### src/rtl/maq_contador_bcd.sv
// ---------------------------------------------------------------------------
// maq_contador_bcd
//
// Two-digit BCD modulo-N counter stage for the clock chain. One instance per
// time field (seconds MOD 60, minutes MOD 60, hours MOD 24 or MOD 12).
//
// The stage counts up or down on qualified ticks. It emits a one-cycle carry
// pulse on the wrap from MODULO-1 to 00, and a one-cycle borrow pulse on the
// wrap from 00 to MODULO-1. These pulses feed the next stage.
//
// Optional feature (compile-time macro MAQC_CARGA_EN):
//   When the macro is defined, a parallel load port is active. Invalid load
//   values are rejected with a one-cycle erro_carga pulse.
//   When the macro is undefined, no load logic exists. The load inputs are
//   ignored and erro_carga is tied to 0.
//
// Parameters
//   MODULO  count range 0..MODULO-1 (legal 2..100)
//   MSD_W   tens-digit width; must hold (MODULO-1)/10
//
// Ports
//   maqc_clock       in   1      system clock
//   maqc_reset       in   1      synchronous active-high reset
//   maqc_enable      in   1      tick qualifier
//   maqc_incremento  in   1      count-up request
//   maqc_decremento  in   1      count-down request
//   maqc_carga       in   1      parallel load strobe
//   maqc_carga_lsd   in   4      BCD units value to load
//   maqc_carga_msd   in   MSD_W  BCD tens value to load
//   maqc_lsd         out  4      units digit (BCD)
//   maqc_msd         out  MSD_W  tens digit (BCD)
//   maqc_carry       out  1      pulse on up-wrap
//   maqc_borrow      out  1      pulse on down-wrap
//   maqc_erro_carga  out  1      pulse on rejected load
// ---------------------------------------------------------------------------
module maq_contador_bcd #(
    parameter int MODULO = 60,
    parameter int MSD_W  = 3
) (
    input  logic             maqc_clock,
    input  logic             maqc_reset,
    input  logic             maqc_enable,
    input  logic             maqc_incremento,
    input  logic             maqc_decremento,
    input  logic             maqc_carga,
    input  logic [3:0]       maqc_carga_lsd,
    input  logic [MSD_W-1:0] maqc_carga_msd,
    output logic [3:0]       maqc_lsd,
    output logic [MSD_W-1:0] maqc_msd,
    output logic             maqc_carry,
    output logic             maqc_borrow,
    output logic             maqc_erro_carga
);

    // Digits of the terminal value MODULO-1.
    // The down-wrap lands on this value, and the up-wrap leaves from it.
    localparam logic [3:0]       LSD_MAX = 4'((MODULO - 1) % 10);
    localparam logic [MSD_W-1:0] MSD_MAX = MSD_W'((MODULO - 1) / 10);

    logic             step_up;
    logic             step_dn;
    logic             at_max;
    logic             at_zero;
    logic [3:0]       cont_lsd;
    logic [MSD_W-1:0] cont_msd;
    logic             cont_carry;
    logic             cont_borrow;

    // Conflicting up and down requests cancel each other out.
    assign step_up = maqc_enable & maqc_incremento & ~maqc_decremento;
    assign step_dn = maqc_enable & maqc_decremento & ~maqc_incremento;

    assign at_max  = (maqc_lsd == LSD_MAX) && (maqc_msd == MSD_MAX);
    assign at_zero = (maqc_lsd == 4'd0) && (maqc_msd == '0);

    // Next value from counting alone.
    // The wrap cases are tested first, so an up-step at MODULO-1 goes to 00
    // even when the units digit is not 9 (e.g. 23 -> 00 for MOD 24).
    // The carry and borrow pulses default to 0, so they only exist on the
    // wrap edge itself.
    always_comb begin
        cont_lsd    = maqc_lsd;
        cont_msd    = maqc_msd;
        cont_carry  = 1'b0;
        cont_borrow = 1'b0;
        if (step_up) begin
            if (at_max) begin
                cont_lsd   = 4'd0;
                cont_msd   = '0;
                cont_carry = 1'b1;
            end else if (maqc_lsd == 4'd9) begin
                cont_lsd = 4'd0;
                cont_msd = maqc_msd + MSD_W'(1);
            end else begin
                cont_lsd = maqc_lsd + 4'd1;
            end
        end else if (step_dn) begin
            if (at_zero) begin
                cont_lsd    = LSD_MAX;
                cont_msd    = MSD_MAX;
                cont_borrow = 1'b1;
            end else if (maqc_lsd == 4'd0) begin
                cont_lsd = 4'd9;
                cont_msd = maqc_msd - MSD_W'(1);
            end else begin
                cont_lsd = maqc_lsd - 4'd1;
            end
        end
    end

`ifdef MAQC_CARGA_EN
    // The load value is checked as a whole number.
    // The widest case is 15*10 + 15 = 165, which fits in 8 bits.
    localparam logic [7:0] MODULO_W = 8'(MODULO);

    logic [7:0] carga_valor;
    logic       carga_ok;

    assign carga_valor = 8'(maqc_carga_msd) * 8'd10 + 8'(maqc_carga_lsd);
    assign carga_ok    = (maqc_carga_lsd <= 4'd9) && (carga_valor < MODULO_W);

    // The digit register gives the load priority over counting.
    // A tick that coincides with a load is dropped.
    // A rejected load keeps the current digits, and still suppresses the tick.
    always_ff @(posedge maqc_clock) begin
        if (maqc_reset) begin
            maqc_lsd    <= 4'd0;
            maqc_msd    <= '0;
            maqc_carry  <= 1'b0;
            maqc_borrow <= 1'b0;
        end else if (maqc_carga) begin
            if (carga_ok) begin
                maqc_lsd <= maqc_carga_lsd;
                maqc_msd <= maqc_carga_msd;
            end
            maqc_carry  <= 1'b0;
            maqc_borrow <= 1'b0;
        end else begin
            maqc_lsd    <= cont_lsd;
            maqc_msd    <= cont_msd;
            maqc_carry  <= cont_carry;
            maqc_borrow <= cont_borrow;
        end
    end

    // Load-error pulse: set for exactly the edge that rejects a load.
    always_ff @(posedge maqc_clock) begin
        if (maqc_reset) begin
            maqc_erro_carga <= 1'b0;
        end else begin
            maqc_erro_carga <= maqc_carga & ~carga_ok;
        end
    end
`else
    // No load path in this build.
    // The load inputs are only folded into a sink so that they have a reader.
    logic unused_carga;
    assign unused_carga = ^{maqc_carga, maqc_carga_lsd, maqc_carga_msd};

    // Digit and pulse registers, updated from counting alone.
    always_ff @(posedge maqc_clock) begin
        if (maqc_reset) begin
            maqc_lsd    <= 4'd0;
            maqc_msd    <= '0;
            maqc_carry  <= 1'b0;
            maqc_borrow <= 1'b0;
        end else begin
            maqc_lsd    <= cont_lsd;
            maqc_msd    <= cont_msd;
            maqc_carry  <= cont_carry;
            maqc_borrow <= cont_borrow;
        end
    end

    assign maqc_erro_carga = 1'b0;
`endif

endmodule

### config.mk
export PLATFORM = sky130hd
export DESIGN_NAME = maq_contador_bcd
export DESIGN_NICKNAME = d
export VERILOG_FILES = /design/src/rtl/maq_contador_bcd.sv
export SDC_FILE = /design/constraint.sdc
export NUM_CORES = 1
export LEC_CHECK = 0
export CORE_UTILIZATION = 48
export CTS_CLUSTER_SIZE = 28
export DETAILED_ROUTE_END_ITERATION = 7
export GPL_TIMING_DRIVEN = 1
export PLACE_DENSITY = 0.83
export RECOVER_POWER = 25
export SLEW_MARGIN = 20
export SYNTH_ARGS = -nofsm -noshare
export SYNTH_HDL_FRONTEND = slang
export SYNTH_SLANG_ARGS = --single-unit
### constraint.sdc
create_clock -name maqc_clock -period 3.25 [get_ports maqc_clock]
set_input_delay 0.325 -clock maqc_clock [delete_from_list [all_inputs] [get_ports maqc_clock]]
set_output_delay 0.325 -clock maqc_clock [all_outputs]
set_load 0.05 [all_outputs]
==> flow_metrics.env <==
export IMPL_fp_dieW_um=40.6
export IMPL_fp_row_count=13
export IMPL_fin_nets=120
export IMPL_leakagePower_nw=0.314
export IMPL_yosysWarnings=0
export IMPL_critical_path_class="reg -> reg"
export IMPL_finalHoldViolCount=0
export IMPL_hp_class="reg -> reg"
export IMPL_yosysMostFrequentCell="dfxtp_1"
export IMPL_grt_pass1_wl_mm=2.15
export IMPL_area_delta_synth_final_pct=18.5
export IMPL_syn_area_um2=717
export IMPL_synth_commonest_cells="dfxtp_1, ha_1, nor2_1"
export IMPL_setup_viol=0
export IMPL_grt_pass1_vias=496
export IMPL_rsz0062_at_grt="no"
export IMPL_critPathLaunchType="flip-flop"
export IMPL_yosys_area_top_type="dfxtp_1"
export IMPL_slew_viol_final=0
export IMPL_clk_pin_slew_ns=0.06
export IMPL_grtUsageTotal_pct=20.2
export IMPL_drt_initial_drc_count=7
export IMPL_worstPathRequired_ns=3.43
export IMPL_wl_mm=1.47
export IMPL_dr_pass1_iters=4
export IMPL_worst_slew_pin_slew_ns=0.755
export IMPL_synthTopCellsByArea="dfxtp_1, ha_1, nor2_1"
export IMPL_wl_per_cell_um=12.9
export IMPL_clockRootBuffer="clkbuf_4"
export IMPL_crit_family="simple AND/OR/NAND/NOR gates"
export IMPL_synth_top_family_by_area="simple AND/OR/NAND/NOR gates"
export IMPL_cts_resized=0
export IMPL_grt_max_degree=12
export IMPL_final_cells=114
export IMPL_status="finished, final reports clean"
export IMPL_synth_edf_count=0
export IMPL_max_cap_violations=0
export IMPL_crit_fanout=9
export IMPL_synthCells=87
export IMPL_io_pins=23
export IMPL_synthMuxAreaShare_pct=1.92
export IMPL_critPathBufInv=1
export IMPL_synthAdderAreaFrac_pct=12.2
export IMPL_drcViolationCount=0
export IMPL_cts_tree="yes"
export IMPL_period_share_pct=72.5
export IMPL_ys_seq_elements=9
export IMPL_synth_area_per_cell_um2=8.24
export IMPL_synth_compound_area_share_pct=24.1
export IMPL_syn_nets=107
export IMPL_diodes=0
export IMPL_synthArstFlopShare_pct=0
export IMPL_cp_end_kind="flip-flop"
export IMPL_drive_gt1_share_pct=10.1
export IMPL_whs_ns=0.506
export IMPL_vias=676
export IMPL_synth_simple_gate_area_share_pct=27.6
export IMPL_place_hpwl_mm=1.08
export IMPL_period_needed_ns=2.36
export IMPL_netlist_area_leader_share_pct=25.1
export IMPL_worstPathCellList="inv_1 -> ha_1 -> nor3b_1 -> mux2i_2 -> or4_1 -> a21oi_1"
export IMPL_cts_sink_count=9
export IMPL_ctsHoldBuffers=0
export IMPL_fin_util_pct=62.9
export IMPL_ant_nets=0
export IMPL_synth_cell_type_count=38
export IMPL_relSlewSlack_pct=49.5
export IMPL_yosysSeqAreaShare_pct=25.1
export IMPL_antenna_found_initial=0
export IMPL_via_per_inst=5.93
export IMPL_die_area_um2=1650
export IMPL_dp_cells=110
export IMPL_irDropWorstVdd_uv=203
export IMPL_critPathArrivalTime_ns=2.54
export IMPL_clock_latency_ns=0.26
export IMPL_synth_top_flop_cell="dfxtp_1"
export IMPL_fmax_ghz=0.425
export IMPL_finClkSkew_ns=0.00747
export IMPL_finalSetupTns_ns=0
export IMPL_power_density_nw_per_um2=409
export IMPL_cts_buffers=3
export IMPL_gp_congestion=0.863
export IMPL_grt_overflow_total=0
export IMPL_slowest_stage="nor3b_1"
export IMPL_num_fill_cells=123
export IMPL_start_util_pct=53.1
export IMPL_htreeDepth=1
export IMPL_io_buffers=13
export IMPL_cts_buffer_depth=2
export IMPL_slowest_delay_ns=0.65
export IMPL_core_area_um2=1350
export IMPL_cts_setup_buffers=0
export IMPL_dieHeight_um=40.6
export IMPL_synth_xor_area_share_pct=1.22
[metal layers]
layer | global-route usage [%] | part of all wire [%] | up-vias | wire length, µm
li1 | - | - | 344 | -
met1 | 24.9 | 48 | 304 | 710
met2 | 31.3 | 44 | 24 | 649
met3 | 8.15 | 6.5 | 4 | 96
met4 | 7.50 | 0.95 | 0 | 14
met5 | 0 | 0 | - | 0
[path summary, 6_finish.rpt]
kind                               endpoint  cells after the start  slack (ns)   startpoint
worst max-delay path            maqc_msd[0]                      6        0.89  maqc_lsd[0]
worst min-delay path            maqc_msd[1]                      2        0.51  maqc_msd[1]
worst max register to register  maqc_msd[0]                      6        0.89  maqc_lsd[0]
worst min register to register  maqc_msd[1]                      2        0.51  maqc_msd[1]
[sequential cells by signal, summed over array words and instances, names as in the netlist]
register and count:
maqc_lsd 4, maqc_borrow 1, maqc_carry 1, maqc_msd 3
[logic make-up (layout without fill, tap and decap cells)]
family,Yosys count,after routing
flip-flops,9,9
AND/OR/NAND/NOR,33,33
buffers and inverters,11,23
AO/OA/AOI/OAI,24,24
XOR/XNOR,1,1
adder cells (fa/ha/maj),7,7
other,1,1
multiplexers,1,1
[worst min-delay path, cell delays in order, from the launching register on]
cell and delay (ns):
dfxtp_1 0.32, o21ai_0 0.07, a21oi_1 0.06
[cell usage in the layout (no fill, tap or decap), drive strengths merged]
cell type / n
clkdlybuf4s50: 13
dfxtp: 9
nor2: 7
ha: 7
inv: 6
nand2: 5
nand3: 5
a21oi: 5
nor3: 4
o21ai: 4
clkbuf: 4
a211o: 3
and3b: 2
o31ai: 2
a311oi: 2
a211oi: 2
or4: 2
nand3b: 2
a311o: 2
xor2: 1
and2: 1
nand2b: 1
and3: 1
o21bai: 1
nor3b: 1
mux2i: 1
o32ai: 1
nor4: 1
a31oi: 1
o211ai: 1
and4: 1
conb: 1
[metrics by stage]
| step | power [mW] | cell area (µm²) | setup slack, ns |
|---|---|---|---|
| 3_5_place_dp | 0.266 | 836 | 1.14 |
| 4_1_cts | 0.352 | 862 | 1.27 |
| 6_report | 0.347 | 850 | 0.894 |
| 3_3_place_gp | 0.264 | 836 | 1.17 |
| 2_1_floorplan | 0.235 | 717 | 1.08 |
| 5_1_grt | 0.369 | 850 | 0.748 |
[where the power goes]
group / internal [mW] / switching (mW) / total (mW)
sequential: 0.118 / 0.0128 / 0.131
combinational: 0.0526 / 0.0786 / 0.131
clock: 0.0472 / 0.0378 / 0.0850
[cell type report]
type	instances	area, µm²	share of cell area [%]
multi-input combinational	67	472	55.5
sequential	9	180	21.2
timing repair buffer	13	130	15.3
clock buffer	4	26.3	3.09
inverter	6	22.5	2.65
tap	15	18.8	2.21
Note: power is estimated with default switching activity, not from simulation.
